### src/rtl/reset_seq_pkg.sv
// reset_seq_pkg
//   Shared types for the reset sequencer: the sequencing FSM state and the
//   encoding of the reset cause reported on cause_o.
package reset_seq_pkg;

    typedef enum logic [1:0] {
        ST_HOLD    = 2'd0,
        ST_RELEASE = 2'd1,
        ST_RUN     = 2'd2
    } state_e;

    typedef enum logic [1:0] {
        CAUSE_POR = 2'b00,
        CAUSE_SW  = 2'b01,
        CAUSE_WDT = 2'b10
    } cause_e;

endpackage

### src/rtl/reset_seq_wdt.sv
// reset_seq_wdt
//   Watchdog for the reset sequencer. Counts cycles spent in RUN while
//   enabled and flags expiry when the count reaches timeout_i-1 without a
//   kick in the same cycle.
// Ports:
//   clk_i      clock
//   rst_i      synchronous active-high reset
//   run_i      sequencer is in RUN
//   clr_i      sequencer is restarting this cycle (software request)
//   en_i       watchdog enable
//   kick_i     restart strobe
//   timeout_i  period in cycles, 0 disables
//   expire_o   expiry this cycle (combinational from the registered count)
module reset_seq_wdt #(
    parameter int WDT_W = 16
) (
    input  logic             clk_i,
    input  logic             rst_i,
    input  logic             run_i,
    input  logic             clr_i,
    input  logic             en_i,
    input  logic             kick_i,
    input  logic [WDT_W-1:0] timeout_i,
    output logic             expire_o
);

    localparam logic [WDT_W-1:0] ONE = WDT_W'(1);

    logic [WDT_W-1:0] cnt_q, cnt_d;
    logic             active;

    assign active = run_i & en_i & (timeout_i != '0);

    // >= rather than == so that lowering the timeout below the current
    // count expires on the very next edge instead of wrapping around.
    assign expire_o = active & ~kick_i & (cnt_q >= (timeout_i - ONE));

    always_comb begin
        cnt_d = cnt_q + ONE;
        if (!active || kick_i || clr_i || expire_o) begin
            cnt_d = '0;
        end
    end

    always_ff @(posedge clk_i) begin
        if (rst_i) begin
            cnt_q <= '0;
        end else begin
            cnt_q <= cnt_d;
        end
    end

endmodule

### src/rtl/reset_seq.sv
// reset_seq
//   Reset sequencer: holds all domains in reset for HOLD_CYCLES, then
//   releases them one at a time STAGGER_CYCLES apart. A software request or
//   a watchdog expiry restarts the whole sequence.
// Ports:
//   clk_i          clock
//   rst_i          synchronous active-high power-on reset
//   sw_rst_req_i   software reset request (level, sampled every cycle)
//   wdt_en_i       watchdog enable
//   wdt_kick_i     watchdog restart strobe
//   wdt_timeout_i  watchdog period in cycles, 0 disables
//   rst_on         per-domain active-low resets
//   busy_o         high while any domain is held in reset
//   cause_o        cause of the most recent reset (00 POR, 01 SW, 10 WDT)
//   wdt_bite_o     one-cycle pulse when the watchdog forces a reset
module reset_seq
    import reset_seq_pkg::*;
#(
    parameter int N_DOMAINS      = 3,
    parameter int HOLD_CYCLES    = 16,
    parameter int STAGGER_CYCLES = 8,
    parameter int WDT_W          = 16
) (
    input  logic                 clk_i,
    input  logic                 rst_i,
    input  logic                 sw_rst_req_i,
    input  logic                 wdt_en_i,
    input  logic                 wdt_kick_i,
    input  logic [WDT_W-1:0]     wdt_timeout_i,
    output logic [N_DOMAINS-1:0] rst_on,
    output logic                 busy_o,
    output logic [1:0]           cause_o,
    output logic                 wdt_bite_o
);

    localparam int CNT_MAX = (HOLD_CYCLES > STAGGER_CYCLES) ? HOLD_CYCLES : STAGGER_CYCLES;
    localparam int CNT_W   = $clog2(CNT_MAX + 1);
    localparam int DOM_W   = 4;

    localparam logic [CNT_W-1:0] HOLD_LAST = CNT_W'(HOLD_CYCLES - 1);
    localparam logic [CNT_W-1:0] STAG_LAST = CNT_W'(STAGGER_CYCLES - 1);
    localparam logic [DOM_W-1:0] LAST_DOM  = DOM_W'(N_DOMAINS - 1);

    state_e                 state_q, state_d;
    logic [CNT_W-1:0]       cnt_q, cnt_d;
    logic [DOM_W-1:0]       dom_q, dom_d;     // next domain to release
    logic [N_DOMAINS-1:0]   rst_n_q, rst_n_d;
    logic                   busy_q, busy_d;
    cause_e                 cause_q, cause_d;
    logic                   bite_q, bite_d;

    logic                   wdt_expire;
    logic                   wdt_fire;
    logic                   restart;
    logic                   cnt_done;

    reset_seq_wdt #(
        .WDT_W (WDT_W)
    ) u_wdt (
        .clk_i     (clk_i),
        .rst_i     (rst_i),
        .run_i     (state_q == ST_RUN),
        .clr_i     (sw_rst_req_i),
        .en_i      (wdt_en_i),
        .kick_i    (wdt_kick_i),
        .timeout_i (wdt_timeout_i),
        .expire_o  (wdt_expire)
    );

    // Software request beats a simultaneous watchdog expiry.
    assign wdt_fire = wdt_expire & ~sw_rst_req_i;
    assign restart  = sw_rst_req_i | wdt_fire;

    assign cnt_done = (state_q == ST_HOLD) ? (cnt_q == HOLD_LAST) : (cnt_q == STAG_LAST);

    // State register
    always_ff @(posedge clk_i) begin
        if (rst_i) begin
            state_q <= ST_HOLD;
            cnt_q   <= '0;
            dom_q   <= '0;
        end else begin
            state_q <= state_d;
            cnt_q   <= cnt_d;
            dom_q   <= dom_d;
        end
    end

    // Next-state logic
    always_comb begin
        state_d = state_q;
        cnt_d   = cnt_q;
        dom_d   = dom_q;
        if (restart) begin
            state_d = ST_HOLD;
            cnt_d   = '0;
            dom_d   = '0;
        end else begin
            case (state_q)
                ST_HOLD: begin
                    if (cnt_done) begin
                        cnt_d   = '0;
                        dom_d   = DOM_W'(1);
                        // A single domain finishes the sequence on its own release.
                        state_d = (N_DOMAINS == 1) ? ST_RUN : ST_RELEASE;
                    end else begin
                        cnt_d = cnt_q + CNT_W'(1);
                    end
                end
                ST_RELEASE: begin
                    if (cnt_done) begin
                        cnt_d = '0;
                        if (dom_q == LAST_DOM) begin
                            state_d = ST_RUN;
                        end else begin
                            dom_d = dom_q + DOM_W'(1);
                        end
                    end else begin
                        cnt_d = cnt_q + CNT_W'(1);
                    end
                end
                default: begin
                    cnt_d = '0;
                end
            endcase
        end
    end

    // Output logic (feeds the output registers so every output is a flop)
    always_comb begin
        rst_n_d = rst_n_q;
        cause_d = cause_q;
        bite_d  = 1'b0;
        busy_d  = (state_d != ST_RUN);
        if (sw_rst_req_i) begin
            rst_n_d = '0;
            cause_d = CAUSE_SW;
        end else if (wdt_fire) begin
            rst_n_d = '0;
            cause_d = CAUSE_WDT;
            bite_d  = 1'b1;
        end else if (cnt_done && state_q == ST_HOLD) begin
            rst_n_d[0] = 1'b1;
        end else if (cnt_done && state_q == ST_RELEASE) begin
            for (int k = 0; k < N_DOMAINS; k++) begin
                if (dom_q == DOM_W'(k)) begin
                    rst_n_d[k] = 1'b1;
                end
            end
        end
    end

    always_ff @(posedge clk_i) begin
        if (rst_i) begin
            rst_n_q <= '0;
            busy_q  <= 1'b1;
            cause_q <= CAUSE_POR;
            bite_q  <= 1'b0;
        end else begin
            rst_n_q <= rst_n_d;
            busy_q  <= busy_d;
            cause_q <= cause_d;
            bite_q  <= bite_d;
        end
    end

    assign rst_on     = rst_n_q;
    assign busy_o     = busy_q;
    assign cause_o    = cause_q;
    assign wdt_bite_o = bite_q;

endmodule

### config.mk
export PLATFORM = sky130hd
export DESIGN_NAME = reset_seq
export DESIGN_NICKNAME = d
export VERILOG_FILES = /design/src/rtl/reset_seq_pkg.sv /design/src/rtl/reset_seq_wdt.sv /design/src/rtl/reset_seq.sv
export SDC_FILE = /design/constraint.sdc
export NUM_CORES = 1
export LEC_CHECK = 0
export BUFFER_PORTS_ARGS = -buffer_cell sky130_fd_sc_hd__buf_2
export CAP_MARGIN = 0
export CORE_UTILIZATION = 35
export DETAILED_ROUTE_END_ITERATION = 12
export GPL_TIMING_DRIVEN = 0
export PLACE_DENSITY = 0.59
export SETUP_SLACK_MARGIN = 0.4
export SLEW_MARGIN = 20
export SYNTH_ARGS = -nofsm -noshare
export SYNTH_HDL_FRONTEND = slang
export SYNTH_SLANG_ARGS = --single-unit
### constraint.sdc
create_clock -name clk_i -period 8.6 [get_ports clk_i]
set_clock_uncertainty 0.2 [all_clocks]
set_input_delay 1.29 -clock clk_i [delete_from_list [all_inputs] [get_ports clk_i]]
set_output_delay 1.29 -clock clk_i [all_outputs]
set_load 0.03 [all_outputs]
---- Yosys cells after proc, flatten, opt, wreduce, memory -nomap -nowiden ----
Index checks and enable logic that the tools add are counted.
word-level totals
  memories ................................ 0
  bits in read-only memories .............. 0
  latch bits .............................. 0
  RAM bits ................................ 0
  logic and storage cells ................. 75
  register bits ........................... 34
operators by class
  add/subtract/negate cells ............... 4
  bitwise operators ....................... 10
  $lt $le $gt $ge ......................... 1
  shifts and indexed selects .............. 0
  multiplexer cells ....................... 16
  multipliers ............................. 0
  reduce and logical (&&, ||, !) cells .... 23
  eq/ne operators ......................... 10
  divide/modulo/power cells ............... 0
operator list
  kind                   number
  $add 16x1->16 const B  1
  $ge 16x16->1           1
  $reduce_bool 16->1     1
  $sub 16x1->16 const B  1
  $mux 4                 3
  $mux 2                 4
  $ne 2x2->1 const B     4
  $pmux 4 s2             1
  $reduce_bool 2->1      4
  $reduce_or 2->1        4
  $mux 1                 7
  $reduce_and 3->1       2
  $add 5x1->5 const B    1
  $and 1x1->1            5
  $eq 5x3->1 const B     1
  $eq 5x4->1 const B     1
  $add 4x1->4 const B    1
  $eq 4x1->1 const B     1
  $eq 4x2->1 const B     1
  $logic_not 4->1        1
  $not 1->1              4
  $pmux 2 s2             1
  $reduce_and 4->1       1
  $reduce_or 4->1        1
  9 further kinds        12

---- Logic depth before layout (Yosys ltp) ----
Gate-level depths: netlist of the first run.
  depth after elaboration ................. 9
  gate-level depth with buffers ........... 13

---- By module ----
Synthesis of the first run repeated with hierarchy kept, for this count alone.
second synthesis, totals
  cells, all modules ...................... 251
  area total of the unflattened synthesis .. 2122.0 sq um
by module, submodules not included
  module         cells an instance  area an instance (sq um)  times used  seq. area each (sq um)
  reset_seq_wdt  164                1332.5                    1           320.3
  reset_seq      87                 789.5                     1           360.3

---- Least setup slack after synthesis of the first run ----
No wires, ideal clock.
  kind .................................... input-to-reg
  start ................................... input port wdt_timeout_i[5]
  end ..................................... register u_wdt.cnt_q[10]
  slack ................................... 4322 ps
  data arrival time ....................... 4014 ps
  stages .................................. 11
  buffers on the path ..................... 1
  setup time .............................. 64 ps
  data required time ...................... 8336 ps
  path through ............................ or4_4 or3_1 nor4_2 xnor2_1 ha_1 nand4_1 nor3_1 nor4_1 nand4_1 buf_2 nor2_1
between the ends
  word-level cells in the longest chain between the ends .. 7
RTL lines
  element                                                                line                 text
  from (decl)                                                            reset_seq.sv:29      input logic [WDT_W-1:0] wdt_timeout_i,
  parallel branches: the longest is 5 deep, another holds $sub 16x1->16  -
  $logic_or 1x1->1 *                                                     reset_seq_wdt.sv:40  if (!active || kick_i || clr_i || expire_o) begin
  $reduce_or 2->1 (no source line) *                                     -
  to (signal assigned)                                                   reset_seq_wdt.sv:49  cnt_q <= cnt_d;
  to (decl)                                                              reset_seq_wdt.sv:29  logic [WDT_W-1:0] cnt_q, cnt_d;
Mark *: on every way between the ends.
A chain may end at the register's enable or synchronous reset.

---- Worst setup path after layout of the first run ----
  start ................................... input port wdt_timeout_i[5]
  end ..................................... register u_wdt.cnt_q[14]
Same word-level chain as after synthesis.

==> results of run 1 <==
[cell usage in the layout (no fill, tap or decap), types with 6 or more instances in the layout]
master / netlist / routed
clkbuf_8: 0 / 6
nand2_1: 17 / 17
nor3_1: 15 / 15
xor2_1: 13 / 13
buf_2: 1 / 28
a21oi_1: 10 / 10
nor2_1: 33 / 33
xnor2_1: 20 / 20
inv_1: 6 / 6
nand3_1: 8 / 8
nor4_1: 7 / 7
and3_1: 6 / 6
dfxtp_1: 34 / 34
ha_1: 23 / 23
[cell usage after synthesis]
cell | count | area share, %
nand3b_1 | 2 | 0.72
ha_1 | 23 | 14
a31oi_2 | 1 | 0.60
o21a_1 | 1 | 0.36
nor4_1 | 7 | 2.1
o21ba_2 | 1 | 0.48
a22oi_1 | 1 | 0.36
nand4b_1 | 1 | 0.42
nor3_1 | 15 | 3.6
and4bb_2 | 1 | 0.60
or2_2 | 1 | 0.30
or3_1 | 4 | 1.2
xor2_1 | 13 | 5.4
a21oi_1 | 10 | 2.4
a2111oi_0 | 1 | 0.42
and2_1 | 2 | 0.60
a21o_4 | 1 | 0.72
buf_2 | 1 | 0.24
dfxtp_1 | 34 | 32
and4_1 | 2 | 0.84
nor2_1 | 33 | 5.9
nor3_4 | 1 | 0.78
and3_1 | 6 | 1.8
a2111oi_2 | 1 | 0.72
xnor2_1 | 20 | 8.4
nand2_1 | 17 | 3.0
buf_6 | 1 | 0.54
o31a_1 | 1 | 0.42
clkbuf_1 | 2 | 0.36
nor4b_1 | 1 | 0.42
o21ai_0 | 3 | 0.72
nor2b_1 | 1 | 0.30
or4_4 | 1 | 0.54
inv_1 | 6 | 1.1
nor4_2 | 1 | 0.60
nand3_1 | 8 | 1.9
nor3b_1 | 1 | 0.36
nand4_1 | 5 | 1.5
nand2b_1 | 5 | 1.5
or4b_4 | 1 | 0.66
a211oi_1 | 3 | 1.1
[path summary, 6_finish.rpt]
kind | cells past startpoint | endpoint | from
setup reg to reg | 7 | u_wdt.cnt_q[14]$_SDFF_PP0_ | u_wdt.cnt_q[13]$_SDFF_PP0_
hold reg to reg | 1 | cnt_q[0]$_SDFF_PP0_ | cnt_q[0]$_SDFF_PP0_
setup / recovery | 12 | u_wdt.cnt_q[14]$_SDFF_PP0_ | wdt_timeout_i[5]
hold / removal | 1 | cnt_q[0]$_SDFF_PP0_ | cnt_q[0]$_SDFF_PP0_
[layout make-up]
cell class	instances	area (um2)
fillers	572	3230
multi-input cells	196	1370
flip-flops and latches	34	681
repair buffers	27	135
well taps	72	90.1
clock buffers	7	86.3
plain buffers	4	23.8
inverters	6	22.5
clock inverters	1	5.00
[flip-flops by register name (all words and copies together) (netlist names)]
register     count
rst_on           3
busy_o           1
cause_o          2
cnt_q            5
dom_q            4
wdt_bite_o       1
state_q          2
u_wdt.cnt_q     16
[through the flow]
step / worst slack [ns] / hold slack (ns) / cell area, um2 / total power, mW
detailed placement: 3.56 / 0.239 / 2320 / 0.186
global route: 3.67 / 0.280 / 2410 / 0.319
floorplan: 4.32 / 0.218 / 2100 / 0.176
CTS: 3.86 / 0.254 / 2410 / 0.307
global placement: 3.63 / 0.235 / 2320 / 0.186
finish: 3.89 / 0.250 / 2410 / 0.303
[where the power goes]
group | internal [mW] | switching (mW)
Combinational | 0.0109 | 0.0128
Clock | 0.0646 | 0.0564
Sequential | 0.158 | 0.000460
[routing by layer]
| metal | part of all wire, % | global-route usage (%) | wire length (um) | up-vias |
|---|---|---|---|---|
| met5 | 0 | 0 | 0 | - |
| met4 | 1.9 | 5.82 | 78 | 0 |
| met3 | 2.8 | 3.54 | 119 | 7 |
| met2 | 43 | 21.8 | 1810 | 23 |
| met1 | 52 | 21.3 | 2180 | 794 |
| li1 | - | - | - | 920 |
[kinds of logic after synthesis]
logic type	after synthesis	share of synthesized area, %
adders and majority gates	23	13.7
buffers and inverters	10	2.21
xor gates and xnor gates	33	13.8
AOI/OAI and AO/OA	24	8.23
and+or+nand+nor	116	29.6
DFF	34	32.5
[worst register-to-register path, cell delays in order, from the launching register on]
cell and delay, ns:
dfxtp_1 0.40, ha_1 0.27, nand4_1 0.14, nor3_1 0.08
nor4_1 0.64, nand4_1 0.38, buf_2 0.30, nor2_1 0.13
==> impl_results.md, run 1 <==
* Status: completed
* Rows at 27
* DRC Markers at 0
* R2r setup slk at ~6.0 ns
* Final #Nets at 318
* Drt pass-1 iters at 4
* CTS H-tree depth at 2
* CTS Root Cell: clkbuf_8
* Worst hold path type: flop to flop
* Starting Density at a little under two fifths
* RSZ-0062 raised after global routing: false
* CTS Sinks at 34
* CP Launch Type: input port
* Post-Syn Instances at 240
* Total GRT Usage at 15.0%
* Reg clk slew, reported paths at around 0.07 ns
* IO Count at 28
* Total global routing overflow at 0
* Clk_lat worst skew at around 0.28 ns
* Flops & latches, synth at 34
* Vias at 1744
* Max Clk Rate at 0.212 GHz
* Port-buffer cells at 27
* Die footprint at roughly 0.0063 mm2
* Worst-Margin Slew at between 0.7 and 0.8 ns
* First-pass GRT wire length at ~7400 um
* CP delay by family, top: simple AND/OR/NAND/NOR gates
* DR iter-0 viols at 83
* CP peak stage delay at 0.64 ns
* Die Wd at 79.4 um
* Area delta synth->final at 15.1%
* Final TNS setup at 0 ns
* Final hold viol count at 0
* CP max FO at 10
* Critical path type: input port to flop
* GP Congestion at approximately 0.76
* Crit-path cells: buf_2 > or4_4 > or3_1 > nor4_2 > xnor2_1 > ha_1 > nand4_1 > nor3_1 > nor4_1 > nand4_1 > buf_2 > nor2_1
* Dpl hpwl at 3300 um
* Register area share after synthesis at 32.5%
* Synth Net Count at 284
* Final Critical Period at roughly 4.7 ns
* Antenna violations before repair at 0
* Final wirelength at 4190 um
* Pwr Density at about 130 mW/mm2
* WL/cell at ~12 um
* Crit path capture type: flop
* Crit share post-route at 54.7%
* Post-CTS setup buffers at 0
* Unique cell type count in the Yosys netlist at approximately 40
* WP data arrival at about 4.7 ns
* Setup violations, final at 0
* Slew HR at roughly 50%
* Synth Cell Area at 0.00210 mm2
* # Max-Cap Violations at 0
* Critical path required time at about 8.6 ns
* Post-CTS sizing at 0
* Die Height at around 80 um
* Final core utilization at 42.8%
* Syn avg cell area at 8.74 um2
* Clock Path Buffers at 2
* Core Area at between 0.005 and 0.006 mm2
* YS warnings at 0
* Pleak at 0.910 nW
* Max stage delay cell, worst path: nor4_1
* Placed Cells at 339
* Final ANT Viol Nets at 0
* Vias in the first global route at roughly 1600
* Layout Cells excl Fill at about 350
* Cts-stage hold buffer count at 0
* Largest net degree at the start of global routing at 11
* Antenna cells at 0
* CTS tree: yes
* Final Max Slew Viols at 0
* Worst Path Buf+Inv at 2
* Total CTS buffers at 5
* Via density at around 5.0
* VDD IR-drop max at between 0.06 and 0.07 mV
* Layout cells sized above 1 at 16.7%
No activity file was read; power rests on OpenSTA's default activity.
==> run 2: changes to the inputs <==
--- a/config.mk
+++ b/config.mk
@@ -10,7 +10,7 @@
 export CORE_UTILIZATION = 35
 export DETAILED_ROUTE_END_ITERATION = 12
 export GPL_TIMING_DRIVEN = 0
-export PLACE_DENSITY = 0.59
+export PLACE_DENSITY = 0.61
 export SETUP_SLACK_MARGIN = 0.4
 export SLEW_MARGIN = 20
 export SYNTH_ARGS = -nofsm -noshare
==> constraint.sdc (replaced) <==
create_clock -name clk_i -period 3.92 [get_ports clk_i]
set_clock_uncertainty 0.2 [all_clocks]
set_input_delay 0.588 -clock clk_i [delete_from_list [all_inputs] [get_ports clk_i]]
set_output_delay 0.588 -clock clk_i [all_outputs]
set_load 0.03 [all_outputs]
==> run 2 against run 1 <==
Compared with the run above:
- critical path depth increased by 1
- non-clock buffer count increased by 8
- sequential share of layout area decreased by 1.8 points
- final area increased by 7.0%
- first-iteration DRC count decreased by 55%
- die area unchanged
- critical endpoint is now cause_o[0]$_SDFFE_PP0P_
- highest routed layer unchanged
==> impl_results.md, run 2 (synthesis results as in run 1) <==
* Status: completed
* Hold Path End: cnt_q[0]$_SDFF_PP0_
* Via density at 5.03 (+0.16%)
* IO Count at 28 (unchanged)
* Max Clk Rate at between 0.2 and 0.3 GHz
* WL/cell at 12.4 um (+2.4%)
* Hold WS at 0.255 ns (+0.00410 ns)
* Final #Nets at 326 (+2.5%)
* Crit path capture type: flop
* Starting Density at 37.2% (unchanged)
* Worst reg2reg endpoint: dom_q[3]$_SDFFE_PP0P_
* CTS tree: yes
* Largest registers: u_wdt.cnt_q: 16 flops, cnt_q: 5 flops, dom_q: 4 flops
* RSZ-0062 raised after global routing: true
* CP Launch Type: input port
* Reg clk slew, reported paths at 0.07 ns (about the same)
* Antenna violations before repair at 0 (unchanged)
* Pwr Density at 282 mW/mm2 (+120%)
* Dpl hpwl at 3300 um (about the same)
* Clock Path Buffers at 2 (unchanged)
* Final Critical Period at between 3 and 4 ns
* Final hold viol count at 0 (unchanged)
* Worst hold path type: flop to flop
* Worst R2R Path Depth at 8 (+1)
* Final ANT Viol Nets at 0 (unchanged)
* Hold wc startpoint: cnt_q[0]$_SDFF_PP0_
* Largest register FFs at 16 (unchanged)
* First-pass GRT wire length at 7200 um (-2.2%)
* Antenna cells at 0 (unchanged)
* # Max-Cap Violations at 0 (unchanged)
* Total global routing overflow at 0 (unchanged)
* Total GRT Usage at 14.5% (-0.50 points)
* Critical path type: input port to flop
* Clk_lat worst skew at 0.29 ns (about the same)
* Total CTS buffers at 5 (unchanged)
* Rows at 27 (unchanged)
* R2r setup slk at 1.51 ns (-4.49 ns)
* Die Wd at 79.4 um (unchanged)
* Largest net degree at the start of global routing at 13 (+2)
* Placed Cells at 339 (unchanged)
* CTS Sinks at 34 (unchanged)
* Power Total at 729 uW (+140%)
* Commonest non-fill, non-tap cell in the layout: dfxtp_1
* Hold path depth at 1 (unchanged)
* Area delta synth->final at 23.2%
* Commonest cells after routing, fill and taps aside: dfxtp_1 (34), nor2_1 (33), buf_2 (25)
* Drt pass-1 iters at 4 (unchanged)
* Worst-Margin Slew at 0.702 ns (-0.0238 ns)
* Cts-stage hold buffer count at 0 (unchanged)
* CTS H-tree depth at 2 (unchanged)
* Final TNS setup at 0 ns (unchanged)
* VDD IR-drop max at 0.172 mV (+170%)
* Die Height at 79.4 um (unchanged)
* Most flops, register: u_wdt.cnt_q
* Slew HR at 53.1% (+1.9 points)
* Port-buffer cells at 27 (unchanged)
* DR iter-0 viols at 37 (-55%)
* Final wirelength at 4390 um (+4.8%)
* Setup violations, final at 0 (unchanged)
* Reg-to-Reg Start: u_wdt.cnt_q[0]$_SDFF_PP0_
* Layout Cells excl Fill at 355 (+2.3%)
* Pleak at 0.961 nW (+5.7%)
* Final Max Slew Viols at 0 (unchanged)
* CTS Root Cell: clkbuf_8
* Vias in the first global route at 1616 (+1.4%)
* Crit share post-route at between 80% and 90%
* Layout cells sized above 1 at 22.6% (+5.9 points)
* GP Congestion at 0.763 (+0.16%)
* Vias at 1787 (+2.5%)
* Crit path launch: wdt_timeout_i[0]
* WP data arrival at 3.37 ns (-1.36 ns)
* CP max FO at 4 (-6)
* Die footprint at 0.00631 mm2 (unchanged)
* Critical path required time at 3.89 ns (-4.73 ns)
* Core Area at 0.00564 mm2 (unchanged)
* DRC Markers at 0 (unchanged)
[run 2: critical path, stage by stage]
cell and delay [ns]:
buf_2 0.12, inv_2 0.06, ha_2 0.18, or4b_4 0.51, nor3_4 0.22, nand2_1 0.08, xor2_1 0.15, ha_1 0.30
nand4_1 0.19, nor3_2 0.21, nand4b_1 0.24, and3_1 0.28, o31a_1 0.24
[run 2: worst max path at each step]
| stage | to | slack, ns | depth (start not counted) |
|---|---|---|---|
| 6_report | cause_o[0]$_SDFFE_PP0P_ | 0.52 | 13 |
| 5_1_grt | dom_q[3]$_SDFFE_PP0P_ | 0.36 | 13 |
| 4_1_cts | dom_q[3]$_SDFFE_PP0P_ | 0.40 | 13 |
| 3_5_place_dp | u_wdt.cnt_q[10]$_SDFF_PP0_ | -0.23 | 14 |
| 3_3_place_gp | u_wdt.cnt_q[14]$_SDFF_PP0_ | -0.13 | 14 |
| 2_1_floorplan | u_wdt.cnt_q[10]$_SDFF_PP0_ | 0.45 | 11 |
[run 2: through the flow]
stage,instance area (um2),util (%),setup WS (ns)
global route,2580,45.8,0.364
finish,2580,45.8,0.525
floorplan,2100,-,0.449
global placement,2330,41.3,-0.129
CTS,2470,43.9,0.403
detailed placement,2330,41.3,-0.231
[run 2: repair_timing]
action                                  4_1_cts  5_1_grt
cloned                                        0        1
resized for setup                             2       16
buffers inserted                              3        4
pin swaps                                     4       10
endpoints found under the setup margin       29       29
[run 2: cell type report]
cell class | instances | area [um2]
fill | 561 | 3060
multi-input combinational | 196 | 1440
sequential | 34 | 681
timing repair buffer | 35 | 211
tap | 72 | 90.1
clock buffer | 5 | 68.8
clock inverter | 3 | 45.0
buffer | 4 | 26.3
inverter | 6 | 22.5
[run 2: power breakdown]
part	switching (mW)	internal (mW)	total [mW]
clock network	0.134	0.189	0.323
logic	0.0309	0.0273	0.0583
registers	0.000944	0.347	0.348
[run 2: routing by layer]
metal / routed length, um / GRT usage [%] / share of wire, %
met5: 0 / 0 / 0
met4: 46 / 4.91 / 1.0
met3: 115 / 3.43 / 2.6
met2: 2090 / 24.6 / 48
met1: 2140 / 18.0 / 49
